### src/rtl/seq_div_pkg.sv
// Shared definitions for the sequential restoring divider.
// Optional feature macro: SEQDIV_DBZ_CHECK_EN (early exit on a zero divisor).
package seq_div_pkg;

    localparam int STATE_W = 3;

    typedef enum logic [STATE_W-1:0] {
        S_IDLE  = 3'd0,
        S_LOAD  = 3'd1,
        S_SHIFT = 3'd2,
        S_TRIAL = 3'd3,
        S_DONE  = 3'd4
    } state_t;

`ifdef SEQDIV_DBZ_CHECK_EN
    localparam bit DBZ_CHECK = 1'b1;
`else
    localparam bit DBZ_CHECK = 1'b0;
`endif

    // Width of the bit index counter; never narrower than one bit.
    function automatic int idx_width(input int w);
        return (w > 2) ? $clog2(w) : 1;
    endfunction

endpackage

### src/rtl/seq_divider_ctrl.sv
// Sequencer for the restoring divider: walks LOAD -> (SHIFT, TRIAL) x WIDTH -> DONE
// and issues one-hot strobes to the datapath held in the top level.
// With SEQDIV_DBZ_CHECK_EN the first SHIFT exits straight to DONE on a zero divisor.
//
// Handshake: start is sampled only in IDLE; busy is high in LOAD/SHIFT/TRIAL;
// done is high for exactly the single DONE cycle, when results are already valid.
module seq_divider_ctrl
    import seq_div_pkg::*;
#(
    parameter int WIDTH = 4
) (
    input  logic   clk,
    input  logic   rst_n,
    input  logic   start,
    input  logic   dbz,
    output logic   ld,
    output logic   shift_en,
    output logic   trial_en,
    output logic   last,
    output logic   dbz_done,
    output logic   busy,
    output logic   done,
    output state_t state
);

    localparam int IDX_W = idx_width(WIDTH);

    state_t           state_nxt;
    logic [IDX_W-1:0] idx;
    logic [IDX_W-1:0] idx_nxt;

    // State and bit index registers.
    always_ff @(posedge clk) begin
        if (!rst_n) begin
            state <= S_IDLE;
            idx   <= '0;
        end else begin
            state <= state_nxt;
            idx   <= idx_nxt;
        end
    end

    // Next-state, index update and datapath strobes.
    always_comb begin
        state_nxt = state;
        idx_nxt   = idx;
        ld        = 1'b0;
        shift_en  = 1'b0;
        trial_en  = 1'b0;
        last      = 1'b0;
        dbz_done  = 1'b0;
        busy      = 1'b0;
        done      = 1'b0;
        case (state)
            S_IDLE: begin
                if (start) state_nxt = S_LOAD;
            end
            S_LOAD: begin
                busy      = 1'b1;
                ld        = 1'b1;
                idx_nxt   = IDX_W'(WIDTH - 1);
                state_nxt = S_SHIFT;
            end
            S_SHIFT: begin
                busy = 1'b1;
                // The zero test looks at the captured divisor, so it lands here.
                if (DBZ_CHECK && dbz) begin
                    dbz_done  = 1'b1;
                    state_nxt = S_DONE;
                end else begin
                    shift_en  = 1'b1;
                    state_nxt = S_TRIAL;
                end
            end
            S_TRIAL: begin
                busy     = 1'b1;
                trial_en = 1'b1;
                if (idx == '0) begin
                    last      = 1'b1;
                    state_nxt = S_DONE;
                end else begin
                    idx_nxt   = idx - IDX_W'(1);
                    state_nxt = S_SHIFT;
                end
            end
            S_DONE: begin
                done      = 1'b1;
                state_nxt = S_IDLE;
            end
            default: state_nxt = S_IDLE;
        endcase
    end

endmodule

### src/rtl/seq_divider.sv
// Sequential unsigned restoring divider, one quotient bit every two cycles.
// Datapath (partial remainder, dividend shift register, divisor, results) lives here;
// sequencing is in seq_divider_ctrl. Macro SEQDIV_DBZ_CHECK_EN enables the
// zero-divisor early exit and the div_zero flag (otherwise div_zero stays 0).
module seq_divider
    import seq_div_pkg::*;
#(
    parameter int WIDTH       = 4,
    parameter int STATE_WIDTH = 3
) (
    input  logic                   clk,
    input  logic                   rst_n,
    input  logic                   start,
    input  logic [WIDTH-1:0]       dividend,
    input  logic [WIDTH-1:0]       divisor,
    output logic [WIDTH-1:0]       quotient,
    output logic [WIDTH-1:0]       remainder,
    output logic                   busy,
    output logic                   done,
    output logic                   div_zero,
    output logic [STATE_WIDTH-1:0] dbg_state
);

    logic [WIDTH:0]   p;
    logic [WIDTH:0]   diff;
    logic [WIDTH-1:0] dvd_reg;
    logic [WIDTH-1:0] dvs_reg;
    logic             dz_q;
    logic             ld, shift_en, trial_en, last, dbz_done;
    state_t           state;

    // Trial subtract on WIDTH+1 bits; the MSB is the borrow.
    assign diff      = p - {1'b0, dvs_reg};
    assign div_zero  = dz_q;
    assign dbg_state = STATE_WIDTH'(state);

    seq_divider_ctrl #(.WIDTH(WIDTH)) u_ctrl (
        .clk      (clk),
        .rst_n    (rst_n),
        .start    (start),
        .dbz      (dvs_reg == '0),
        .ld       (ld),
        .shift_en (shift_en),
        .trial_en (trial_en),
        .last     (last),
        .dbz_done (dbz_done),
        .busy     (busy),
        .done     (done),
        .state    (state)
    );

    // Datapath: capture, shift in dividend bits, trial-subtract, commit results.
    always_ff @(posedge clk) begin
        if (!rst_n) begin
            p         <= '0;
            dvd_reg   <= '0;
            dvs_reg   <= '0;
            quotient  <= '0;
            remainder <= '0;
            dz_q      <= 1'b0;
        end else begin
            if (ld) begin
                dvd_reg   <= dividend;
                dvs_reg   <= divisor;
                p         <= '0;
                quotient  <= '0;
                remainder <= '0;
                dz_q      <= 1'b0;
            end
            if (shift_en) begin
                p       <= {p[WIDTH-1:0], dvd_reg[WIDTH-1]};
                dvd_reg <= {dvd_reg[WIDTH-2:0], 1'b0};
            end
            if (trial_en) begin
                // Quotient fills from the LSB, so after WIDTH trials bit i sits at i.
                quotient <= {quotient[WIDTH-2:0], ~diff[WIDTH]};
                if (!diff[WIDTH]) p <= diff;
                // Remainder is written with the last trial so it is valid alongside done.
                if (last) remainder <= diff[WIDTH] ? p[WIDTH-1:0] : diff[WIDTH-1:0];
            end
            if (dbz_done) begin
                quotient  <= '1;
                remainder <= dvd_reg;
                dz_q      <= 1'b1;
            end
        end
    end

endmodule

### config.mk
export PLATFORM = sky130hd
export DESIGN_NAME = seq_divider
export DESIGN_NICKNAME = d
export VERILOG_FILES = /design/src/rtl/seq_div_pkg.sv /design/src/rtl/seq_divider_ctrl.sv /design/src/rtl/seq_divider.sv
export SDC_FILE = /design/constraint.sdc
export NUM_CORES = 1
export LEC_CHECK = 0
export ABC_CLOCK_PERIOD_IN_PS = 2400
export BUFFER_PORTS_ARGS = -buffer_cell sky130_fd_sc_hd__buf_2
export CORE_ASPECT_RATIO = 1.75
export CORE_UTILIZATION = 30
export CTS_BUF_LIST = sky130_fd_sc_hd__clkbuf_16
export DETAILED_ROUTE_END_ITERATION = 10
export PLACE_DENSITY = 0.51
export SETUP_SLACK_MARGIN = 0.5
export SYNTH_ARGS = -nofsm -noshare
export SYNTH_HDL_FRONTEND = slang
export SYNTH_SLANG_ARGS = --single-unit
### constraint.sdc
create_clock -name clk -period 2.4 [get_ports clk]
set_input_delay 0.24 -clock clk [delete_from_list [all_inputs] [get_ports clk]]
set_output_delay 0.24 -clock clk [all_outputs]
set_load 0.02 [all_outputs]
Word-level counts from Yosys, hierarchy flattened
Index checks and enable logic that the tools add are counted.

word-level totals
  flip-flop bits (word level) = 26
  latch bits = 0
  RAM bits = 0
  bits in read-only memories = 0
  input bits = 11
  output and inout port bits = 14
  word-level logic and storage cells = 50
  memories kept = 0

cells by class
  add/sub/neg operators = 2
  multipliers = 0
  divide/modulo/power cells = 0
  $lt $le $gt $ge = 0
  eq/ne operators = 6
  shift-type cells = 0
  multiplexer cells = 24
  bitwise logic cells = 2
  reduce and logical (&&, ||, !) cells = 8

operator list
  operator                                           number
  two-way mux 4 bit                                  8
  two-way mux 5 bit                                  4
  one-hot mux 3 bit (4 select lines)                 1
  two-way mux 1 bit                                  7
  == test 3 x 2 -> 1 bit (second input constant)     2
  two-way mux 3 bit                                  2
  nonzero test 2 bit                                 3
  subtractor 5 x 4 -> 5 bit                          1
  != test 2 bit (second input constant)              2
  one-hot mux 2 bit (2 select lines)                 1
  == test 3 x 1 -> 1 bit (second input constant)     1
  == test 3 bit (second input constant)              1
  zero test 3 bit                                    1
  OR reduction 3 bit                                 1
  zero test 2 bit                                    1
  two-way mux 2 bit                                  1
  inverter 1 bit                                     2
  AND reduction 2 bit                                1
  OR reduction 2 bit                                 1
  subtractor 2 x 1 -> 2 bit (second input constant)  1

Longest topological paths before layout
  word-level depth = 6
  gate-level depth with buffers = 8
  gate-level depth less buffers = 8

By module
A second synthesis with hierarchy kept.

unflattened totals
  cell total of the unflattened synthesis = 171
  area, all modules = 1,482.7 sq um

modules (own cells, without submodules)
  module            times used  cells each  area each (sq um)  sequential area each (sq um)
  seq_divider       1           139         1,211.2            440.4
  seq_divider_ctrl  1           32          271.5              100.1

Worst setup path before layout
Ideal clock, no wire load.

  path kind = register to register
  start = reg p[0]
  end = reg p[4]
  library setup time = 0.116 ns
  arrival time = 1.885 ns
  data required time = 2.284 ns
  path slack = 0.399 ns
  stages on the path, launching flop included = 9
  path buffers = 0
  period minus slack after synthesis = 2.001 ns
  cells stage by stage = dfxtp_1 > inv_1 > ha_1 > inv_1 > fa_1 > a211o_2 > a31oi_4 > nand2_1 > and3_1

between the ends
  cells in the longest elaborated chain, start to end = 3

RTL lines
  what                       line               RTL
  from (decl)                seq_divider.sv:24  logic [WIDTH:0] p;
  from (signal assigned)     seq_divider.sv:71  p <= {p[WIDTH-1:0], dvd_reg[WIDTH-1]};
  from (signal assigned)     seq_divider.sv:77  if (!diff[WIDTH]) p <= diff;
  subtractor 5 x 4 -> 5 bit  seq_divider.sv:33  assign diff = p - {1'b0, dvs_reg};
  two-way mux 5 bit          seq_divider.sv:77
  two-way mux 5 bit          seq_divider.sv:74  if (trial_en) begin

No other way between the ends.
A chain may end at the register's enable or synchronous reset.

Worst setup path in the final report
  start = reg p[0]
  end = reg remainder[1]

between the ends
  cells in the longest elaborated chain, start to end = 4

RTL lines
  what                            line               RTL
  subtractor 5 x 4 -> 5 bit       seq_divider.sv:33
  two-way mux 4 bit (2 in a row)  seq_divider.sv:79  if (last) remainder <= diff[WIDTH] ? p[WIDTH-1:0] : diff[WIDTH-1:0];
  two-way mux 4 bit               seq_divider.sv:74
  to (signal assigned)            seq_divider.sv:79
  to (signal assigned)            seq_divider.sv:83  remainder <= dvd_reg;
  to (decl)                       seq_divider.sv:17  output logic [WIDTH-1:0] remainder,

No other way between the ends.

==> metrics.txt <==
layout overhead on the synthesized area 24.0%; Detail Route Antenna Nets 0; most used flip-flop cell after synthesis sky130_fd_sc_hd__dfxtp_1; number of ports placed on the die boundary 25; highest fanout seen on the critical path 4; top post-synthesis cells by area sky130_fd_sc_hd__dfxtp_1 36%, sky130_fd_sc_hd__a21oi_1 4.8%, sky130_fd_sc_hd__nor2_1 4.4%; chip width ~55 µm; CORE AREA between 0.004 and 0.005 mm²; clock tree from TritonCTS built; fin. max-slew vios 0; DR vias/cell 5.54; top-count cell post-synth sky130_fd_sc_hd__dfxtp_1; f_max between 500 and 600 MHz; Power Density 624 mW/mm²; Crit. path cell count 9; port buffer count 23; max FFs per register 5; family of cells with the greatest summed delay on the critical path compound AO/OA/AOI/OAI gates; total power draw 1.13 mW; DRT Wirelength 4.06 mm; root buffer cell sky130_fd_sc_hd__clkbuf_16; Sw Ratio 29.9%; maximum buffer depth of the clock tree 2; Worst Skew 0.00275 ns; result of the run finished clean; arrival time of data at the critical path endpoint 2.10 ns; wire length of the first global-routing pass 6.38 mm; wire length per cell after detailed routing 16.2 µm; pin count of the biggest net entering global routing 19; highest cell delay on the worst timing path 0.37 ns; average cell area after synthesis 8.32 µm²; critical path capture point type register; number of buffers inserted during clock tree synthesis 3; final RePlAce weighted congestion 0.842; number of buffers inserted by hold repair at cts 0; Yosys top cell by area sky130_fd_sc_hd__dfxtp_1; count of TritonRoute iterations in the first routing pass 4; antenna violations before repair 0; total negative slack 0 ns; R2R Path Start p[0]$_SDFF_PN0_; number of sinks driven by the clock tree 26; EDFF count, synth 0; final-report hold violation count 0; peak ir drop on the vdd network 0.000535 V; worst hold-check path type in2reg; Critical Path Source Type register; static power due to leakage 0.708 nW; depth of the CTS H-tree 1; tightest slew margin relative to the limit 61.6%; Most flops, register p; Initial Util 31.2%; Crit-path slowest cell sky130_fd_sc_hd__fa_2; list of cells traversed by the critical path inv_2, ha_4, inv_2, fa_2, a211oi_4, nor2_2, buf_4, o21ai_0, a31oi_1; post-synthesis net count 192; detailed router's first-iteration violation count 33; clock insertion delay at the later pin of the skew report 0.26 ns; number of design rule violations left after detail routing 0; fraction of power consumed by combinational cells a little under a quarter; setup violation total in the final timing report 0; Min Clock Period, post-route 1.97 ns; worst slack, placed 0.374 ns; half-perimeter wire length after detailed placement 2.87 mm; area of the die 0.00514 mm²; CP bufs+invs 3; nets around 220; leftover overflow at the end of global routing 0; Worst Setup Path Type reg2reg; diode insertion count for antenna repair 0; post-synthesis instance area 0.00146 mm²; count of cells along the worst hold path 3; Vias 1391; sequential area share after synthesis between 30 and 40%; count of synthesis-stage warnings from yosys 0; Worst Reg2Reg Path Length in Cells 9; clock edge transition at the registers on the reported setup and hold paths 0.07 ns; setup repair after global routing missed its margin true; via count of the first global-routing pass 1300; Critical path origin p[0]$_SDFF_PN0_; count of max-cap constraint violations 0; R2R Setup Slk 0.43 ns; Final Worst Setup Slack about 0.43 ns; all-layer global routing usage 16.9%; share of final-layout standard cells stronger than drive strength 1 27.1%; top cells by instance count after synthesis 26 x sky130_fd_sc_hd__dfxtp_1, 17 x sky130_fd_sc_hd__nor2_1, 14 x sky130_fd_sc_hd__a21oi_1, 14 x sky130_fd_sc_hd__nand2_1, 11 x sky130_fd_sc_hd__o21ai_0; transition time at the pin with the least slew margin 0.575 ns; number of storage elements in the synthesis netlist 26; die height 94.1 µm; fill cell instance count of the final layout 479; share of synthesized flip-flops with an asynchronous set or reset 0%; sequential group share of total power 43.0%; number of distinct library cell variants in the gate-level netlist after synthesis 50; Setup crit end remainder[1]$_SDFF_PN0_; share of the synthesized area in the top cell type 35.8%; net switching component of the power approximately 0.34 mW; most frequent cell on the critical path sky130_fd_sc_hd__inv_2; internal power 0.789 mW; CP required 2.53 ns; standard-cell rows 33; final worst path period share 81.9%; proportion of power drawn by the clock network 33.3%; endpoint of the worst-slack reg-to-reg timing path remainder[1]$_SDFF_PN0_; Mapped Cells 175
[logic make-up (layout without fill, tap and decap cells)]
| family | Yosys count | after routing | share of synthesized area, % |
|---|---|---|---|
| mux | 3 | 3 | 2.06 |
| flops | 26 | 26 | 35.8 |
| other cells | 1 | 1 | 0.258 |
| xor+xnor | 2 | 2 | 1.20 |
| simple gates | 63 | 63 | 22.7 |
| fa+ha+maj | 6 | 6 | 5.68 |
| buf+inv | 19 | 43 | 5.76 |
| compound gates | 55 | 55 | 26.6 |
[power by group through the flow]
stage	Sequential [mW]	Clock [mW]	Combinational, mW
6_report	0.483	0.375	0.267
5_1_grt	0.487	0.400	0.292
4_1_cts	0.482	0.386	0.245
3_5_place_dp	0.492	0	0.231
3_3_place_gp	0.492	0	0.232
2_1_floorplan	0.491	0	0.167
[placed cells by master, fill, tap and decap left out, types with 2 or more instances in the layout]
| cell | instances |
|---|---|
| sky130_fd_sc_hd__a21o_1 | 3 |
| sky130_fd_sc_hd__a21oi_1 | 12 |
| sky130_fd_sc_hd__a21oi_2 | 2 |
| sky130_fd_sc_hd__a22oi_1 | 6 |
| sky130_fd_sc_hd__a31oi_1 | 2 |
| sky130_fd_sc_hd__a32oi_1 | 2 |
| sky130_fd_sc_hd__and3_1 | 2 |
| sky130_fd_sc_hd__buf_2 | 23 |
| sky130_fd_sc_hd__buf_4 | 7 |
| sky130_fd_sc_hd__clkbuf_16 | 3 |
| sky130_fd_sc_hd__clkinv_1 | 2 |
| sky130_fd_sc_hd__dfxtp_1 | 23 |
| sky130_fd_sc_hd__dfxtp_2 | 2 |
| sky130_fd_sc_hd__ha_1 | 4 |
| sky130_fd_sc_hd__inv_1 | 6 |
| sky130_fd_sc_hd__inv_2 | 2 |
| sky130_fd_sc_hd__mux2i_1 | 3 |
| sky130_fd_sc_hd__nand2_1 | 13 |
| sky130_fd_sc_hd__nand2b_1 | 4 |
| sky130_fd_sc_hd__nand3b_1 | 2 |
| sky130_fd_sc_hd__nand4_1 | 2 |
| sky130_fd_sc_hd__nor2_1 | 16 |
| sky130_fd_sc_hd__nor2b_1 | 6 |
| sky130_fd_sc_hd__nor3_1 | 4 |
| sky130_fd_sc_hd__nor3b_1 | 3 |
| sky130_fd_sc_hd__o2111ai_1 | 2 |
| sky130_fd_sc_hd__o21ai_0 | 10 |
[layout make-up]
class | instances | area [µm²] | share of cell area, %
well taps | 52 | 65.1 | 3.61
clock buffers | 3 | 75.1 | 4.16
multi-input cells | 130 | 932 | 51.7
repair buffers | 30 | 168 | 9.29
flip-flops and latches | 26 | 527 | 29.2
inverters | 9 | 33.8 | 1.87
clock inverters | 1 | 3.75 | 0.208
[how the worst min path moves through the flow]
stage / from / endpoint / slack [ns]
floorplan: divisor[0] / dvs_reg[0]$_SDFFE_PN0P_ / 0.38
global placement: dvd_reg[2]$_SDFFE_PN0P_ / dvd_reg[2]$_SDFFE_PN0P_ / 0.45
detailed placement: dvd_reg[2]$_SDFFE_PN0P_ / dvd_reg[2]$_SDFFE_PN0P_ / 0.45
CTS: divisor[0] / dvs_reg[0]$_SDFFE_PN0P_ / 0.22
global route: divisor[0] / dvs_reg[0]$_SDFFE_PN0P_ / 0.21
finish: divisor[0] / dvs_reg[0]$_SDFFE_PN0P_ / 0.22
[per-stage QoR]
step	utilization (%)	cell area, µm²	std cells	hold WS [ns]
2_1_floorplan	-	1470	175	0.376
3_3_place_gp	34.7	1620	243	0.447
3_5_place_dp	34.7	1620	243	0.450
4_1_cts	37.4	1750	250	0.218
5_1_grt	38.7	1800	251	0.211
6_report	38.7	1800	251	0.219
[worst min-delay path, cell delays in order]
cell	delay (ns)
sky130_fd_sc_hd__buf_2	0.10
sky130_fd_sc_hd__nand2_1	0.05
sky130_fd_sc_hd__a21oi_1	0.05
[layer usage]
metal / track usage [%] / part of all wire, % / vias up
met3: 2.27 / 3.1 / 10
met1: 20.6 / 41 / 669
met4: 7.05 / 2.9 / 0
met5: 0 / 0 / -
met2: 28.1 / 53 / 32
li1: - / - / 680
[repair_timing]
action | CTS | global route
pin swaps | 9 | 10
endpoints found under the setup margin | 9 | 10
gates resized for setup | 8 | 11
setup buffers | 3 | 1
Note: power is estimated with default switching activity, not from simulation.
